==> config.mk <==
export PLATFORM = sky130hd
export DESIGN_NAME = pc_sequencer_flat
export DESIGN_NICKNAME = d
export VERILOG_FILES = /design/src/rtl/core_pkg.sv /design/src/rtl/pc_sequencer_if.sv /design/src/rtl/pc_sequencer_pc_next.sv /design/src/rtl/pc_sequencer.sv /design/src/flat_wrapper.sv
export SDC_FILE = /design/constraint.sdc
export NUM_CORES = 1
export LEC_CHECK = 0
export CAP_MARGIN = 20
export CORE_UTILIZATION = 46
export CTS_CLUSTER_SIZE = 14
export DETAILED_ROUTE_END_ITERATION = 12
export PLACE_DENSITY = 0.83
export SLEW_MARGIN = 40
export SYNTH_ARGS = -nofsm -noshare
export SYNTH_HDL_FRONTEND = slang
export SYNTH_SLANG_ARGS = --single-unit
==> constraint.sdc <==
create_clock -name clk_i -period 1.9 [get_ports clk_i]
set_clock_uncertainty 0.05 [all_clocks]
set_input_delay 0.285 -clock clk_i [delete_from_list [all_inputs] [get_ports clk_i]]
set_output_delay 0.285 -clock clk_i [all_outputs]
set_load 0.01 [all_outputs]
==> src/rtl/core_pkg.sv <==
// rtl/core_pkg.sv - shared core types and width defaults for the sequencer, ROM and offset LUT
package core_pkg;

    localparam int PC_W_DEF  = 10;
    localparam int OFF_W_DEF = 8;

    typedef enum logic [1:0] {
        IDLE  = 2'd0,
        FETCH = 2'd1,
        EXEC  = 2'd2,
        MEM   = 2'd3
    } state_t;

endpackage

==> src/rtl/pc_sequencer_if.sv <==
// rtl/pc_sequencer_if.sv - decoder/control bundle between the core and the pc_sequencer
interface pc_sequencer_if
    import core_pkg::*;
#(
    parameter int PC_W  = PC_W_DEF,
    parameter int OFF_W = OFF_W_DEF,
    parameter int CNT_W = 16
);

    logic             start_i;
    logic [PC_W-1:0]  start_pc_i;
    logic             done_i;
    logic             branchf_i;
    logic             branchb_i;
    logic [OFF_W-1:0] offset_i;
    logic             memread_i;
    logic             memwrite_i;
    logic [PC_W-1:0]  pc_o;
    logic             fetch_o;
    logic             commit_o;
    logic             busy_o;
    logic             halted_o;
    logic [CNT_W-1:0] instr_count_o;

    modport master (
        output start_i, start_pc_i, done_i, branchf_i, branchb_i,
               offset_i, memread_i, memwrite_i,
        input  pc_o, fetch_o, commit_o, busy_o, halted_o, instr_count_o
    );

    modport slave (
        input  start_i, start_pc_i, done_i, branchf_i, branchb_i,
               offset_i, memread_i, memwrite_i,
        output pc_o, fetch_o, commit_o, busy_o, halted_o, instr_count_o
    );

endinterface

==> src/rtl/pc_sequencer_pc_next.sv <==
// rtl/pc_sequencer_pc_next.sv - combinational next-PC: increment, forward or backward branch
module pc_next
    import core_pkg::*;
#(
    parameter int PC_W  = PC_W_DEF,
    parameter int OFF_W = OFF_W_DEF
) (
    input  logic [PC_W-1:0]  i_pc,
    input  logic [OFF_W-1:0] i_offset,
    input  logic             i_branchf,
    input  logic             i_branchb,
    output logic [PC_W-1:0]  o_pc_next
);

    logic [PC_W-1:0] w_off;

    // Offset is an unsigned magnitude; direction comes from branchf/branchb.
    assign w_off = PC_W'(i_offset);

    always_comb begin
        o_pc_next = i_pc + 1'b1;
        if (i_branchf) begin
            o_pc_next = i_pc + w_off;
        end else if (i_branchb) begin
            o_pc_next = i_pc - w_off;
        end
    end

endmodule

==> src/rtl/pc_sequencer.sv <==
// rtl/pc_sequencer.sv - multi-cycle fetch/exec/mem sequencer owning the program counter
module pc_sequencer
    import core_pkg::*;
#(
    parameter int PC_W    = PC_W_DEF,
    parameter int OFF_W   = OFF_W_DEF,
    parameter int MEM_LAT = 1,
    parameter int CNT_W   = 16
) (
    input  logic           clk_i,
    input  logic           reset_i,
    pc_sequencer_if.slave  bus
);

    localparam int               WAIT_W    = (MEM_LAT > 2) ? $clog2(MEM_LAT) : 1;
    localparam logic [WAIT_W-1:0] WAIT_LOAD = WAIT_W'((MEM_LAT > 0) ? (MEM_LAT - 1) : 0);
    localparam logic             HAS_MEM   = (MEM_LAT > 0);
    localparam logic [CNT_W-1:0] CNT_MAX   = '1;

    state_t            r_state;
    logic [PC_W-1:0]   r_pc;
    logic [PC_W-1:0]   r_pc_pend;
    logic [WAIT_W-1:0] r_wait;
    logic              r_halted;
    logic [CNT_W-1:0]  r_count;

    logic [PC_W-1:0]   w_pc_next;
    logic [CNT_W-1:0]  w_count_inc;
    logic              w_mem_op;
    logic              w_commit;

    pc_next #(
        .PC_W  (PC_W),
        .OFF_W (OFF_W)
    ) u_pc_next (
        .i_pc      (r_pc),
        .i_offset  (bus.offset_i),
        .i_branchf (bus.branchf_i),
        .i_branchb (bus.branchb_i),
        .o_pc_next (w_pc_next)
    );

    assign w_mem_op    = HAS_MEM && (bus.memread_i || bus.memwrite_i);
    assign w_count_inc = (r_count == CNT_MAX) ? r_count : r_count + 1'b1;

    // Commit gates every architectural write, so it must drop the instant
    // reset forces IDLE; hence decoded from state rather than registered.
    always_comb begin
        w_commit = 1'b0;
        case (r_state)
            EXEC:    w_commit = !bus.done_i && !w_mem_op;
            MEM:     w_commit = (r_wait == '0);
            default: w_commit = 1'b0;
        endcase
    end

    always_ff @(posedge clk_i or posedge reset_i) begin
        if (reset_i) begin
            r_state   <= IDLE;
            r_pc      <= '0;
            r_pc_pend <= '0;
            r_wait    <= '0;
            r_halted  <= 1'b0;
            r_count   <= '0;
        end else begin
            case (r_state)
                IDLE: begin
                    if (bus.start_i) begin
                        r_pc     <= bus.start_pc_i;
                        r_halted <= 1'b0;
                        r_count  <= '0;
                        r_state  <= FETCH;
                    end
                end
                FETCH: begin
                    r_state <= EXEC;
                end
                EXEC: begin
                    if (bus.done_i) begin
                        r_halted <= 1'b1;
                        r_count  <= w_count_inc;
                        r_state  <= IDLE;
                    end else if (w_mem_op) begin
                        // Branch decision is frozen here; decoder may move on during MEM.
                        r_wait    <= WAIT_LOAD;
                        r_pc_pend <= w_pc_next;
                        r_state   <= MEM;
                    end else begin
                        r_pc    <= w_pc_next;
                        r_count <= w_count_inc;
                        r_state <= FETCH;
                    end
                end
                MEM: begin
                    if (r_wait != '0) begin
                        r_wait <= r_wait - 1'b1;
                    end else begin
                        r_pc    <= r_pc_pend;
                        r_count <= w_count_inc;
                        r_state <= FETCH;
                    end
                end
                default: begin
                    r_state <= IDLE;
                end
            endcase
        end
    end

    assign bus.pc_o          = r_pc;
    assign bus.fetch_o       = (r_state == FETCH);
    assign bus.commit_o      = w_commit;
    assign bus.busy_o        = (r_state != IDLE);
    assign bus.halted_o      = r_halted;
    assign bus.instr_count_o = r_count;

endmodule

==> src/flat_wrapper.sv <==
// flat-port wrapper written by rule: the top's interface ports become plain ports
module pc_sequencer_flat import core_pkg::*;
#(
    parameter int PC_W    = PC_W_DEF,
    parameter int OFF_W   = OFF_W_DEF,
    parameter int MEM_LAT = 1,
    parameter int CNT_W   = 16
)
  (clk_i, reset_i, bus_start_i, bus_start_pc_i, bus_done_i, bus_branchf_i, bus_branchb_i, bus_offset_i, bus_memread_i, bus_memwrite_i, bus_pc_o, bus_fetch_o, bus_commit_o, bus_busy_o, bus_halted_o, bus_instr_count_o);
  pc_sequencer_if #(.PC_W(PC_W), .OFF_W(OFF_W), .CNT_W(CNT_W)) bus_i ();
  input  logic clk_i;
  input  logic reset_i;
  input wire logic [$bits(bus_i.start_i)-1:0] bus_start_i;
  input wire logic [$bits(bus_i.start_pc_i)-1:0] bus_start_pc_i;
  input wire logic [$bits(bus_i.done_i)-1:0] bus_done_i;
  input wire logic [$bits(bus_i.branchf_i)-1:0] bus_branchf_i;
  input wire logic [$bits(bus_i.branchb_i)-1:0] bus_branchb_i;
  input wire logic [$bits(bus_i.offset_i)-1:0] bus_offset_i;
  input wire logic [$bits(bus_i.memread_i)-1:0] bus_memread_i;
  input wire logic [$bits(bus_i.memwrite_i)-1:0] bus_memwrite_i;
  output wire logic [$bits(bus_i.pc_o)-1:0] bus_pc_o;
  output wire logic [$bits(bus_i.fetch_o)-1:0] bus_fetch_o;
  output wire logic [$bits(bus_i.commit_o)-1:0] bus_commit_o;
  output wire logic [$bits(bus_i.busy_o)-1:0] bus_busy_o;
  output wire logic [$bits(bus_i.halted_o)-1:0] bus_halted_o;
  output wire logic [$bits(bus_i.instr_count_o)-1:0] bus_instr_count_o;
  assign bus_i.start_i = bus_start_i;
  assign bus_i.start_pc_i = bus_start_pc_i;
  assign bus_i.done_i = bus_done_i;
  assign bus_i.branchf_i = bus_branchf_i;
  assign bus_i.branchb_i = bus_branchb_i;
  assign bus_i.offset_i = bus_offset_i;
  assign bus_i.memread_i = bus_memread_i;
  assign bus_i.memwrite_i = bus_memwrite_i;
  assign bus_pc_o = bus_i.pc_o;
  assign bus_fetch_o = bus_i.fetch_o;
  assign bus_commit_o = bus_i.commit_o;
  assign bus_busy_o = bus_i.busy_o;
  assign bus_halted_o = bus_i.halted_o;
  assign bus_instr_count_o = bus_i.instr_count_o;
  pc_sequencer #(.PC_W(PC_W), .OFF_W(OFF_W), .MEM_LAT(MEM_LAT), .CNT_W(CNT_W)) u_core (.clk_i(clk_i), .reset_i(reset_i), .bus(bus_i));
endmodule
# Yosys cells after proc, flatten, opt, wreduce, memory -nomap -nowiden
# Cells that the tools add are included.
# classes
eq_ne,11
reduce_logical,15
mux,26
bitwise_logic,2
addsub,5
# op_table
cell,count
16-bit two-way mux,5
10-bit two-way mux,6
16-bit case mux with 3 select lines,1
10-bit case mux with 3 select lines,1
"16-bit by 1-bit adder with 16-bit output, second input constant",1
"16-bit equality test, second input constant",1
"10-bit by 1-bit adder with 10-bit output, second input constant",1
10-bit by 8-bit adder with 10-bit output,1
"2-bit != test, second input constant",5
10-bit by 8-bit subtractor with 10-bit output,1
3-bit AND reduction,3
2-bit two-way mux,4
2-bit case mux with 4 select lines,1
1-bit case mux with 2 select lines,3
2-bit nonzero test,3
1-bit two-way mux,5
5-bit AND reduction,1
"2-bit equality test, second input constant",2
4-bit AND reduction,1
"3-bit != test, second input constant",1
3-bit nonzero test,1
"2-bit by 1-bit equality test with 1-bit output, second input constant",1
1-bit zero test,2
2-bit zero test,1
other kinds (6),7
# totals
out_inout_bits,30
in_bits,26
wordCells,65
regBits,40

# Logic depth before layout (Yosys ltp)
# Gate-level depths: netlist (run 1).
# depth
ltp_word,6
ltp_mapped,14
depth_no_buf,13

# By module
# Synthesis (run 1) repeated with hierarchy kept, for this count alone.
# hier_totals
cells_unflattened,309
area_unflattened_um2,2831.5
# modules_own_cells
module,seq_area_each_um2,area_each_um2,cells_each,n_inst
pc_sequencer,975.9,2173.3,221,1
pc_next,0.0,658.1,88,1

# Least setup slack after synthesis (run 1)
# No wires, ideal clock.
# synth_path
path_kind,input port to flip-flop
start,in bus_branchb_i
end,"reg u_core.r_pc[9], in the netlist u_core.bus.pc_o[9]"
arrival_time_ns,2.950
setup_slack_ns,-1.229
n_path_buf,1
path_stages,14
setup_time_ns,0.129
t_required_ns,1.721
path_cell_list,clkbuf_1 -> nor2b_1 -> ha_1 -> nor3b_1 -> a211oi_1 -> a31o_2 -> a22o_1 -> ha_1 -> a21oi_1 -> nor2_1 -> a211oi_1 -> o31ai_1 -> xnor2_1 -> o21ai_0
# synth_via
elab_chain_cells,5
# synth_rtl
element,line_no,source
"start, declared",flat_wrapper.sv:17,input wire logic [$bits(bus_i.branchb_i)-1:0] bus_branchb_i;
10-bit two-way mux,pc_sequencer_pc_next.sv:24,end else if (i_branchb) begin
10-bit two-way mux,pc_sequencer_pc_next.sv:22,if (i_branchf) begin
10-bit two-way mux,pc_sequencer.sv:83,end else if (w_mem_op) begin
10-bit two-way mux,pc_sequencer.sv:79,if (bus.done_i) begin
10-bit case mux with 3 select lines,pc_sequencer.sv:66,case (r_state)
"end signal, assigned",pc_sequencer.sv:69,r_pc <= bus.start_pc_i;
"end signal, assigned",pc_sequencer.sv:89,r_pc <= w_pc_next;
"end signal, assigned",pc_sequencer.sv:98,r_pc <= r_pc_pend;
"end, declared",pc_sequencer.sv:21,logic [PC_W-1:0] r_pc;
# No other way between the ends. The select of a mux whose other input is x is not followed.
# A chain may end at the register's enable or synchronous reset.

# Worst setup path in the final report (run 1)
# layout_path
start,in bus_branchb_i
end,reg u_core.r_pc_pend[9]
# layout_via
elab_chain_cells,2
# layout_rtl
element,line_no,source
10-bit two-way mux,pc_sequencer_pc_next.sv:24,
10-bit two-way mux,pc_sequencer_pc_next.sv:22,
"end signal, assigned",pc_sequencer.sv:86,r_pc_pend <= w_pc_next;
"end, declared",pc_sequencer.sv:22,logic [PC_W-1:0] r_pc_pend;
# No other way between the ends.

==> results of run 1 <==
[sequential cells by signal, indices dropped and copies added (netlist names)]
name                      cells
u_core.bus.instr_count_o     16
u_core.bus.pc_o              10
u_core.r_pc_pend             10
u_core.r_state                2
u_core.bus.halted_o           1
[cells in the mapped netlist (2+ instances only)]
| cell | count |
|---|---|
| xnor2_1 | 6 |
| buf_4 | 2 |
| a211oi_1 | 3 |
| nand2b_1 | 9 |
| o211ai_1 | 2 |
| nand3_1 | 12 |
| a22o_1 | 6 |
| a31oi_1 | 10 |
| nand2_1 | 22 |
| nor2b_1 | 6 |
| dfrtp_1 | 39 |
| a21oi_1 | 15 |
| mux2_2 | 9 |
| a22oi_1 | 7 |
| mux2i_1 | 2 |
| o21a_1 | 4 |
| nor2_1 | 32 |
| o21bai_1 | 3 |
| ha_1 | 16 |
| o41ai_1 | 4 |
| o31ai_1 | 6 |
| o21ai_1 | 3 |
| xor2_1 | 6 |
| nor3_1 | 7 |
| and4_1 | 2 |
| nor4_1 | 3 |
| a31o_2 | 2 |
| a21o_1 | 5 |
| clkbuf_1 | 7 |
| o21ai_0 | 19 |
| inv_1 | 6 |
[worst reg2reg max path, stage by stage (launching register included)]
cell	delay, ns
dfrtp_1	0.40
ha_2	0.21
fa_2	0.37
a21o_1	0.18
a21oi_2	0.20
a21oi_2	0.10
buf_4	0.16
xnor2_4	0.13
o211ai_1	0.23
o21a_1	0.16
[power breakdown]
part | leakage (µW) | switching (µW) | total [µW] | internal (µW)
Sequential | 0.000491 | 256 | 1360 | 1100
Clock | 0.0000654 | 306 | 831 | 525
Combinational | 0.00143 | 2190 | 4510 | 2320
[area by class of cell]
cell class                      count  area, µm²
Inverter                            6       22.5
Fill cell                         291        786
Clock buffer                        6       72.6
Multi-Input combinational cell    234       2180
Tap cell                           72       90.1
Timing Repair Buffer              145       1280
Sequential cell                    39        978
Clock inverter                      2       60.1
[logic make-up after synthesis]
logic type | after synthesis | synth area share
multiplexers | 11 | 0.0465
AO/OA/AOI/OAI | 93 | 0.240
AND/OR/NAND/NOR | 100 | 0.186
adder cells (fa/ha/maj) | 17 | 0.0845
buffers and inverters | 17 | 0.0278
flip-flops | 39 | 0.374
XOR/XNOR | 12 | 0.0403
[repair_timing]
action | in CTS | in global routing
endpoints found under the setup margin | 32 | 30
endpoints found under the hold margin | 0 | 0
buffers inserted | 5 | 14
gates resized for setup | 90 | 61
pin swaps | 31 | 34
gates cloned | 2 | 0
[routing by layer]
layer,part of all wire,wire length (µm),up-vias
met1,0.38,3830,1514
met2,0.55,5530,136
li1,-,-,1359
met3,0.039,397,42
met5,0,0,-
met4,0.037,374,0
[stage by stage]
stage               total power (µW)  area (µm²)  hold slack [ns]  worst slack [ns]   util
CTS                             6000        4350            0.373            -0.426  0.795
finish                          6690        4690            0.358            -0.617  0.856
global placement                4520        3900            0.441             -1.16  0.713
floorplan                       3150        2790            0.385            -0.699      -
detailed placement              4650        3900            0.448             -1.28  0.713
global route                    7010        4690            0.423            -0.745  0.856
[final timing paths]
check	startpoint	end	cells past startpoint
max	bus_branchb_i	u_core.r_pc_pend[9]	15
min	reset_i	u_core.bus.instr_count_o[9]	3
max reg2reg	u_core.bus.pc_o[0]	u_core.bus.pc_o[6]	9
min reg2reg	u_core.r_pc_pend[0]	u_core.r_pc_pend[0]	1
max in group asynchronous	reset_i	u_core.bus.instr_count_o[11]	3
min in group clk_i	u_core.r_pc_pend[0]	u_core.r_pc_pend[0]	1
==> impl_metrics.json, run 1 <==
{
  "synth_top_flop_cell": "dfrtp_1",
  "grt_overflow": 0,
  "period_share": 1.32,
  "drive_gt1_frac": 0.465,
  "grt_pass1_wl_um": 14500,
  "hold_class": "in2async",
  "slowest_stage": "a211oi_2",
  "final_cell_mix": "76 x buf_4, 43 x clkdlybuf4s50_1, 37 x dfrtp_1, 26 x nor2_1, 17 x nand2_1",
  "syn_area_mm2": 0.00261,
  "syn_nets": 332,
  "synth.avg_cell_area_um2": 9.02,
  "tritoncts": "yes",
  "row_count": 27,
  "status": "finished, violations left",
  "rsz0062_at_grt": "true",
  "vias_per_cell": 6.05,
  "synth_edf_count": 0,
  "start_util": 0.476,
  "holdBufCountCts": 0,
  "worst_pin_slew_ns": 0.506,
  "die_x_um": 77.3,
  "violations": "setup timing",
  "rrSetupSlack_ns": -0.34,
  "yosysWarnings": 0,
  "clk_pin_slew_ns": 0.08,
  "busiest_layer": "met2",
  "fin_nets": 474,
  "maxSlewViolCount": 0,
  "wl_per_cell_um": 20.1,
  "netlist_instances": 289,
  "worstPathArrival_ns": 2.65,
  "final.setup.tns_ns": -6.23,
  "ant_nets": 0,
  "die_area_mm2": 0.00597,
  "required_ns": 2.03,
  "htreeDepth": 2,
  "synth_cell_type_count": 45,
  "synthArstFlopShare": 1.00,
  "antenna_cells": 0,
  "crit_chain": "buf_8, nor2b_4, ha_4, nor3b_4, buf_6, buf_6, a31o_4, a22o_1, ha_4, a21oi_4, nor2_2, a211oi_2, o31ai_2, xnor2_1, a21oi_1",
  "fp.coreArea_mm2": 0.00547,
  "fin_cells": 504,
  "dr.pass1.iters": 5,
  "gp_congestion": 0.870,
  "leakagePower_uw": 0.00198,
  "crit_buf_inv": 3,
  "slew_headroom": 0.663,
  "cp-start-kind": "primary input",
  "area.growth.synth_to_final_pct": 79.8,
  "path_delay_family": "compound AO/OA/AOI/OAI gates",
  "grt_max_degree": 40,
  "fin_ws_ns": -0.617,
  "cp_max_fo": 3,
  "synth_top_area_frac": 0.374,
  "max_freq_ghz": 0.397,
  "drt_iter0_drc": 217,
  "hold_viol": 0,
  "io_pins": 56,
  "clk_path_buf_depth": 2,
  "layout_commonest_cell": "buf_4",
  "setup_viol": 15,
  "grtUsageMet2": 0.571,
  "period_minus_slack_ns": 2.52,
  "first_global_vias": 3027,
  "drc": 0,
  "grt.met1_usage": 0.337,
  "insertion_delay_ns": 0.29,
  "antenna_found_initial": 0,
  "crit_path_end_kind": "register",
  "dpl.hpwl_um": 5690,
  "cts.sinks": 39,
  "slowest_delay_ns": 0.26,
  "synth-seq-cells": 39,
  "grtUsageTotal": 0.310,
  "routed-via-count": 3051,
  "ys_top_cells_by_area": "dfrtp_1 37%, ha_1 7.7%, nor2_1 4.6%, mux2_2 3.9%, o21ai_0 3.6%",
  "ys_seq_area_frac": 0.374,
  "cap_violations": 0,
  "ir_drop_mv": 0.938,
  "cts-root-buf": "clkbuf_8",
  "path_class": "in2reg",
  "yosys.area.top_type": "dfrtp_1",
  "grt.met3_usage": 0.0536,
  "place_inst": 477,
  "port_buffers": 55,
  "die_h_um": 77.3,
  "power_density_mw_per_mm2": 1430,
  "drt_wl_total_um": 10100,
  "cts_buffers": 5
}
(Power assumes the default switching activity.)
==> inputs of run 2 (changes only) <==
SLEW_MARGIN = unset   (was 40)
==> results of run 2 <==
Final layout, timing and power as in run 1 (identical DEF).
